**src/rtl/hazard_scoreboard.sv**
```systemverilog
// EX-stage operand forwarding select, hazard stall and multi-cycle busy scoreboard.
// Optional stall-cycle counters are built when HAZARD_PERF_CNT_EN is defined.
module hazard_scoreboard #(
  parameter  int NUM_FWD  = 2,
  parameter  int RA_W     = 5,
  parameter  int MAX_OUT  = 2,
  parameter  int PCNT_W   = 32,
  localparam int SEL_W    = $clog2(NUM_FWD+1),
  localparam int NUM_REGS = 2**RA_W
) (
  input  logic                    clk,
  input  logic                    rst_n,
  input  logic [RA_W-1:0]         rs1,
  input  logic [RA_W-1:0]         rs2,
  input  logic                    rs1_used,
  input  logic                    rs2_used,
  input  logic [NUM_FWD*RA_W-1:0] fwd_rd,
  input  logic [NUM_FWD-1:0]      fwd_wr,
  input  logic [NUM_FWD-1:0]      fwd_ready,
  input  logic                    lat_issue,
  input  logic [RA_W-1:0]         lat_issue_rd,
  input  logic                    lat_done,
  input  logic [RA_W-1:0]         lat_done_rd,
  input  logic                    perf_clr,
  output logic [SEL_W-1:0]        operand_a_cntl,
  output logic [SEL_W-1:0]        operand_b_cntl,
  output logic                    stall,
  output logic                    lat_full,
  output logic [NUM_REGS-1:0]     busy_vec,
  output logic                    sb_err,
  output logic [PCNT_W-1:0]       perf_fwd_stall_cnt,
  output logic [PCNT_W-1:0]       perf_lat_stall_cnt
);

  localparam int CNT_W = $clog2(MAX_OUT+1);

  logic [NUM_REGS-1:0] busy_q, busy_d;
  logic [CNT_W-1:0]    cnt_q, cnt_d;
  logic                err_q, err_d;

  logic [SEL_W-1:0] sel_a, sel_b;
  logic             rdy_a, rdy_b;
  logic             fwd_stall, lat_stall;
  logic             full, issue_ok, done_ok;

  // Scan oldest to youngest so the youngest match is written last and wins.
  always_comb begin
    sel_a = '0;
    sel_b = '0;
    rdy_a = 1'b1;
    rdy_b = 1'b1;
    for (int k = NUM_FWD-1; k >= 0; k--) begin
      if (rs1_used && rs1 != '0 && fwd_wr[k] &&
          fwd_rd[k*RA_W +: RA_W] == rs1) begin
        sel_a = SEL_W'(k+1);
        rdy_a = fwd_ready[k];
      end
      if (rs2_used && rs2 != '0 && fwd_wr[k] &&
          fwd_rd[k*RA_W +: RA_W] == rs2) begin
        sel_b = SEL_W'(k+1);
        rdy_b = fwd_ready[k];
      end
    end
  end

  assign full      = (cnt_q == CNT_W'(MAX_OUT));
  assign fwd_stall = ~rdy_a | ~rdy_b;
  assign lat_stall = (rs1_used && rs1 != '0 && busy_q[rs1]) |
                     (rs2_used && rs2 != '0 && busy_q[rs2]) |
                     (lat_issue && full);

  assign issue_ok = lat_issue && !full;
  assign done_ok  = lat_done && cnt_q != '0 &&
                    !(lat_done_rd != '0 && !busy_q[lat_done_rd]);

  always_comb begin
    busy_d = busy_q;
    if (done_ok)
      busy_d[lat_done_rd] = 1'b0;
    if (issue_ok && lat_issue_rd != '0)
      busy_d[lat_issue_rd] = 1'b1;
    cnt_d = cnt_q + CNT_W'(issue_ok) - CNT_W'(done_ok);
    err_d = err_q |
            (lat_issue && full) |
            (lat_done && cnt_q == '0) |
            (lat_done && lat_done_rd != '0 && !busy_q[lat_done_rd]);
  end

  always_ff @(posedge clk or negedge rst_n) begin
    if (!rst_n) begin
      busy_q <= '0;
      cnt_q  <= '0;
      err_q  <= 1'b0;
    end else begin
      busy_q <= busy_d;
      cnt_q  <= cnt_d;
      err_q  <= err_d;
    end
  end

  assign operand_a_cntl = sel_a;
  assign operand_b_cntl = sel_b;
  assign stall          = fwd_stall | lat_stall;
  assign lat_full       = full;
  assign busy_vec       = busy_q;
  assign sb_err         = err_q;

`ifdef HAZARD_PERF_CNT_EN
  logic [PCNT_W-1:0] fcnt_q, fcnt_d;
  logic [PCNT_W-1:0] lcnt_q, lcnt_d;

  // Lat stalls are only charged when no forward stall hides them.
  always_comb begin
    fcnt_d = fcnt_q;
    lcnt_d = lcnt_q;
    if (perf_clr) begin
      fcnt_d = '0;
      lcnt_d = '0;
    end else if (fwd_stall) begin
      if (fcnt_q != '1) fcnt_d = fcnt_q + 1'b1;
    end else if (lat_stall) begin
      if (lcnt_q != '1) lcnt_d = lcnt_q + 1'b1;
    end
  end

  always_ff @(posedge clk or negedge rst_n) begin
    if (!rst_n) begin
      fcnt_q <= '0;
      lcnt_q <= '0;
    end else begin
      fcnt_q <= fcnt_d;
      lcnt_q <= lcnt_d;
    end
  end

  assign perf_fwd_stall_cnt = fcnt_q;
  assign perf_lat_stall_cnt = lcnt_q;
`else
  logic unused_perf_clr;
  assign unused_perf_clr    = perf_clr;
  assign perf_fwd_stall_cnt = '0;
  assign perf_lat_stall_cnt = '0;
`endif

endmodule

```
**config.mk**
```make
export PLATFORM = sky130hd
export DESIGN_NAME = hazard_scoreboard
export DESIGN_NICKNAME = d
export VERILOG_FILES = /design/src/rtl/hazard_scoreboard.sv
export SDC_FILE = /design/constraint.sdc
export NUM_CORES = 1
export LEC_CHECK = 0
export CAP_MARGIN = 20
export CORE_MARGIN = 2
export CORE_UTILIZATION = 39
export DETAILED_ROUTE_END_ITERATION = 6
export GPL_TIMING_DRIVEN = 0
export PLACE_DENSITY = 0.78
export SETUP_SLACK_MARGIN = 0.4
export SKIP_CTS_REPAIR_TIMING = 1
export SYNTH_ARGS = -nofsm -noshare
export SYNTH_HDL_FRONTEND = slang
export SYNTH_SLANG_ARGS = --single-unit
```
**constraint.sdc**
```tcl
create_clock -name clk -period 2.4 [get_ports clk]
set_clock_uncertainty 0.1 [all_clocks]
set_input_delay 0.36 -clock clk [delete_from_list [all_inputs] [get_ports clk]]
set_output_delay 0.36 -clock clk [all_outputs]
set_load 0.02 [all_outputs]
```
==> results.md, run 1 <==
- Status: finished with violations
- Failing checks: negative setup slack
- Detailed-route DRC error count: 0
- GPL Wtd Cong: 0.930
- CP Launch Type: flip-flop
- Final antenna-violating net count: 0
- Seq/Total Area, Yosys: 26.9%
- Hold Violations, Final: 0
- Leak: 2.44 nW
- GRT Overall Usage: 21.5%
- WL/cell: 19.7 µm
- Final WL: 12.4 mm
- DP HPWL: 7.47 mm
- Clk root buf: clkbuf_8
- Crit end category: flip-flop
- Avg Cell Area, Syn: 9.74 µm²
- Diode count: 0
- Yosys top cell area share: 26.9%
- Sink Count: 35
- Post-synth EDFFs: 0
- Top post-synthesis cells by area: dfrtp_1 27%, buf_4 15%, mux4_2 13%, o31ai_1 5.5%, o21ai_0 4.3%
- Pin count of the biggest net entering global routing: 36
- Clock Power Share: 9.7%
- Critical Path RT: 2.48 ns
- CP Max Fanout: 8
- Routing usage on met1: 27.5%
- Pwr/cell area: 878 mW/mm²
- FMAX: 0.374 GHz
- Nets: 566
- Total number of vias: 3519
- Worst path arrival time: 2.75 ns
- Ports: 144
- Dpl ws: -1.24 ns
- Met2 global-route usage: 35.4%
- Reg power frac: 28.3%
- Area of placed instances: 0.00444 mm²
- Internal power: 2.76 mW
- Row count: 33
- Reg2reg setup slack: -0.28 ns
- Design area: 0.00551 mm²
- RSZ-0062 raised after global routing: true
- Worst r2r path cells: 12
- DIE AREA: 0.00909 mm²
- Post-Syn Instances: 334
- Layout fillers: 570
- Global-route wire length before repair: 14.9 mm
- Starting Density: 40.0%
- Post-Synthesis Cell Area: 0.00325 mm²
- Grt ovf: 0
- Drt initial violations: 334
- Worst Setup SP: busy_vec[28]
- Most Crowded Layer GR: met2
- Warnings from Yosys: 0
- Met3 Track Usage GR: 3.56%
- IO buf count: 74
- Die width: 95.3 µm
- Share of synthesized flip-flops with an asynchronous set or reset: 100%
- Cell taking the most area after synthesis: dfrtp_1
- Final period util: 111%
- Synth-to-layout area growth: 69.5%
- Core ar.: 0.00813 mm²
- Clock-pin slew on the worst setup and hold paths: 0.07 ns
- Multi-input gate area: 0.00247 mm²
- Total iterations of the first detailed-routing run: 5
- Layout cell share with drive strength beyond 1: 44.7%
- Vias per cell: 5.59
- Crit path time final: 2.68 ns
- FF+latch count, synth: 35
- Max Root-Sink Buffers: 2
- Switching share of total power: 43.0%
- Seq. cell area: 891 µm²
- Most common flop cell mapped by yosys: dfrtp_1
- Initial antenna violation count: 0
- Die Y: 95.3 µm
- R2R Path Start: busy_vec[28]
- Comb pwr share: 62.1%
- Worst vdd ir: 0.545 mV
- Class of the most critical setup path: reg -> reg
- Clk_lat worst skew: 0.29 ns
- H-tree depth: 2
- CTS buffer count: 5
- Final Max Tran Viols: 0
- Rel. slew slack: 25.6%
- Synth unique cells: 49
- Power Total: 4.84 mW
- Number of max-cap violations: 0
- Final WS setup: -0.275 ns
- Vias in the first global route: 2941
- CTS tree: done
- Switching power: 2.08 mW
- HP Class: in -> async
- Final setup fails: 22
- Pin slew with the least headroom to its limit: 1.12 ns
- RR Endpoint: cnt_q[1]
==> cell families after synthesis <==
family	Yosys count	share of synthesized area (%)
buffers and inverters	90	19.1
AOI/OAI and AO/OA	82	17.7
and+or+nand+nor	71	11.5
DFF	35	26.9
muxes	31	17.9
xor gates and xnor gates	22	5.92
adders and majority gates	2	0.769
other	1	0.115
==> cells in the final DEF, fill, tap and decap left out, drive strengths merged, types with 2 or more instances in the layout <==
| cell type | synthesis | routed |
|---|---|---|
| buf | 73 | 130 |
| conb | 1 | 64 |
| clkdlybuf4s50 | 0 | 48 |
| dfrtp | 35 | 35 |
| o21ai | 32 | 32 |
| o31ai | 24 | 24 |
| mux4 | 21 | 21 |
| clkbuf | 10 | 19 |
| nand2 | 17 | 17 |
| xnor2 | 14 | 14 |
| dlymetal6s2s | 0 | 13 |
| nor2 | 13 | 13 |
| o41ai | 9 | 9 |
| mux2i | 8 | 8 |
| nand3 | 8 | 8 |
| xor2 | 8 | 8 |
| inv | 7 | 7 |
| nor2b | 6 | 6 |
| nand4 | 4 | 4 |
| or4 | 4 | 4 |
| nand2b | 3 | 3 |
| a31oi | 3 | 3 |
| nand3b | 3 | 3 |
| nor3 | 3 | 3 |
| o22ai | 2 | 2 |
| or3 | 2 | 2 |
| o211ai | 2 | 2 |
| a22oi | 2 | 2 |
| nor4 | 2 | 2 |
| nand4b | 2 | 2 |
| ha | 2 | 2 |
| mux2 | 2 | 2 |
==> through the flow <==
stage / hold slack (ns) / TNS [ns] / util [%] / cells
CTS: 0.0668 / -10.35 / 55.8 / 584
finish: 0.0491 / -3.21 / 67.8 / 629
detailed placement: 0.357 / -20.11 / 54.6 / 576
global placement: 0.348 / -19.88 / 54.7 / 576
global route: 0.0959 / -4.91 / 67.8 / 629
floorplan: -0.0356 / -0.220 / - / 397
==> state kept, by name (all words and copies together), names as in the netlist <==
name / count
cnt_q: 2
sb_err: 1
busy_vec: 32
==> power groups by stage <==
stage | clock network (mW) | registers (mW) | logic [mW]
after floorplan | 0 | 1.40 | 1.10
after global placement | 0 | 1.29 | 2.13
after detailed placement | 0 | 1.30 | 2.17
after CTS | 0.469 | 1.29 | 2.18
after global routing | 0.503 | 1.38 | 3.14
final | 0.469 | 1.37 | 3.00
==> worst max path at each step <==
stage | slack, ns | endpoint | depth (start not counted)
floorplan | -0.14 | cnt_q[1] | 12
finish | -0.28 | cnt_q[1] | 12
global placement | -1.16 | stall | 9
detailed placement | -1.24 | stall | 9
CTS | -1.25 | stall | 9
global route | -0.35 | stall | 6
==> per-layer routing <==
| metal | vias to the layer above | routed length (µm) |
|---|---|---|
| met4 | 0 | 620 |
| li1 | 1508 | - |
| met2 | 269 | 6040 |
| met3 | 69 | 1350 |
| met1 | 1673 | 4370 |
| met5 | - | 0 |
==> Yosys cell counts (5+ instances only) <==
cell type / number
nand3_1: 8
mux4_2: 19
dfrtp_1: 35
clkbuf_1: 9
nor2b_1: 6
inv_1: 7
xnor2_1: 14
buf_4: 64
nor2_1: 13
buf_6: 5
o41ai_1: 5
mux2i_1: 8
xor2_1: 8
o21ai_0: 28
nand2_1: 17
o31ai_1: 24
==> critical path, cell delays in order, from the launching register on <==
cell	delay, ns
dfrtp_1	0.48
mux2_4	0.31
or3_1	0.30
o211ai_1	0.12
and4_1	0.23
buf_6	0.14
buf_12	0.14
nor2_4	0.04
ha_4	0.27
inv_2	0.04
ha_4	0.15
xnor2_2	0.13
xnor2_1	0.12
==> cell type report <==
cell class / count / share of cell area, %
sequential: 35 / 16.2
tap: 105 / 2.38
clock buffer: 8 / 1.82
timing repair buffer: 119 / 21.4
buffer: 83 / 12.9
multi-input combinational: 272 / 44.8
inverter: 7 / 0.477
No activity file was read; power rests on OpenSTA's default activity.
==> inputs of run 2 (changes only) <==
--- a/config.mk
+++ b/config.mk
@@ -6,13 +6,14 @@
 export NUM_CORES = 1
 export LEC_CHECK = 0
 export CAP_MARGIN = 20
-export CORE_MARGIN = 2
+export CORE_MARGIN = 3
 export CORE_UTILIZATION = 39
 export DETAILED_ROUTE_END_ITERATION = 6
 export GPL_TIMING_DRIVEN = 0
 export PLACE_DENSITY = 0.78
 export SETUP_SLACK_MARGIN = 0.4
 export SKIP_CTS_REPAIR_TIMING = 1
+export SLEW_MARGIN = 0
 export SYNTH_ARGS = -nofsm -noshare
 export SYNTH_HDL_FRONTEND = slang
 export SYNTH_SLANG_ARGS = --single-unit
==> run 2 against run 1 <==
  * Setup slack better by 0.014 ns
  * The run still ends with negative setup slack left
  * Utilization shrank 2.8 points
  * Maximum frequency grew 0.53%
  * Count of clock-buffer cells in the layout unchanged
  * Sequential cell count stayed put
  * Cell count down 2.7%
  * Die area grew 4.2%
  * Critical path depth unchanged
  * Highest routed layer unchanged
  * Combinational power is 16% lower
  * Clock power about the same
==> results.md, run 2 (synthesis gave the netlist of run 1 again) <==
- Final WL: 11.7 mm
- Row count: 32
- IO buf count: 74
- DIE AREA: 0.00947 mm²
- Die width: 97.3 µm
- Layout cell share with drive strength beyond 1: 41.8%
- RR Endpoint: cnt_q[1]
- CP Max Fanout: 6
- Final antenna-violating net count: 0
- Sink Count: 35
- Synth-to-layout area growth: 58.4%
- WL/cell: 19.0 µm
- Crit end category: flip-flop
- FMAX: 0.376 GHz
- Die Y: 97.3 µm
- R2R Path Start: busy_vec[11]
- Most common cell after layout, fill and taps aside: buf_4
- Clock-pin slew on the worst setup and hold paths: 0.07 ns
- Failing checks: negative setup slack
- Core ar.: 0.00793 mm²
- Hold Violations, Final: 0
- Vias per cell: 5.52
- DP Cell Count: 573
- Nets: 552
- Pin count of the biggest net entering global routing: 36
- Power Total: 4.35 mW
- Diode count: 0
- Worst vdd ir: 0.490 mV
- Final WS setup: -0.261 ns
- Final Max Tran Viols: 0
- Critical Path RT: 2.47 ns
- CP Launch Type: flip-flop
- Setup Total Neg Slack: -1.33 ns
- DP HPWL: 8.12 mm
- Total iterations of the first detailed-routing run: 6
- Worst r2r path cells: 12
- Status: finished with violations
- Leak: 2.34 nW
- Starting Density: 41.0%
- CTS tree: done
- Design area: 0.00515 mm²
- RSZ-0062 raised after global routing: true
- Global-route wire length before repair: 16.9 mm
- HP Class: in -> async
- Class of the most critical setup path: reg -> reg
- Drt initial violations: 266
- Area of placed instances: 0.00444 mm²
- CTS buffer count: 5
- GRT Overall Usage: 22.1%
- H-tree depth: 2
- Dpl ws: -1.23 ns
- Clk root buf: clkbuf_8
- Final period util: 111%
- Finished Layout Cells: 612
- Ports: 144
- GPL Wtd Cong: 0.926
- Initial antenna violation count: 0
- Final setup fails: 16
- Rel. slew slack: 47.9%
- Crit path time final: 2.66 ns
- Worst path arrival time: 2.73 ns
- Clk_lat worst skew: 0.28 ns
- Detailed-route DRC error count: 0
- Max reg flops: 32
- Fin Hold WS: 0.0511 ns
- Final core occ: 65.0%
- Reg2reg setup slack: -0.26 ns
- Max Root-Sink Buffers: 2
- Total number of vias: 3379
- Vias in the first global route: 3154
- Pin slew with the least headroom to its limit: 0.781 ns
- Pwr/cell area: 844 mW/mm²
- Number of max-cap violations: 0
- Most frequent cells in the layout: 89 x buf_4, 64 x conb_1, 45 x clkdlybuf4s50_1
- Grt ovf: 0
-- run 2: worst max-delay path by stage --
stage / startpoint / depth (start not counted) / to
final: busy_vec[11] / 12 / cnt_q[1]
after detailed placement: rs2[2] / 9 / stall
after floorplan: busy_vec[25] / 12 / cnt_q[1]
after CTS: rs2[2] / 9 / stall
after global placement: rs2[2] / 9 / stall
after global routing: busy_vec[11] / 12 / cnt_q[1]
-- run 2: area by class of cell --
type / instances / area, µm²
sequential: 35 / 898
timing repair buffer: 105 / 1030
tap: 102 / 128
inverter: 7 / 26.3
buffer: 83 / 694
multi-input combinational: 272 / 2270
fill: 596 / 2780
clock buffer: 8 / 100
-- run 2: power by group --
group | total [mW] | leakage (nW) | internal [mW] | switching, mW
registers | 1.36 | 0.401 | 0.870 | 0.486
clock network | 0.472 | 0.0515 | 0.262 | 0.210
logic | 2.52 | 1.89 | 1.35 | 1.17
total | 4.35 | 2.34 | 2.49 | 1.86
-- run 2: worst max-delay path, stage by stage, from the launching register on --
cell	delay, ns
dfrtp_2	0.45
mux4_2	0.49
o22ai_2	0.18
or4_1	0.13
and4_1	0.20
buf_6	0.13
buf_8	0.11
nor2_4	0.04
ha_4	0.28
inv_2	0.03
ha_4	0.15
xnor2_2	0.12
xnor2_1	0.12
-- run 2: routing by layer --
metal,vias to the layer above,track usage (%),share of wire [%]
li1,1481,-,-
met3,35,4.45,9.9
met5,-,0,0
met2,234,38.4,52
met1,1629,27.3,36
met4,0,7.67,2.9
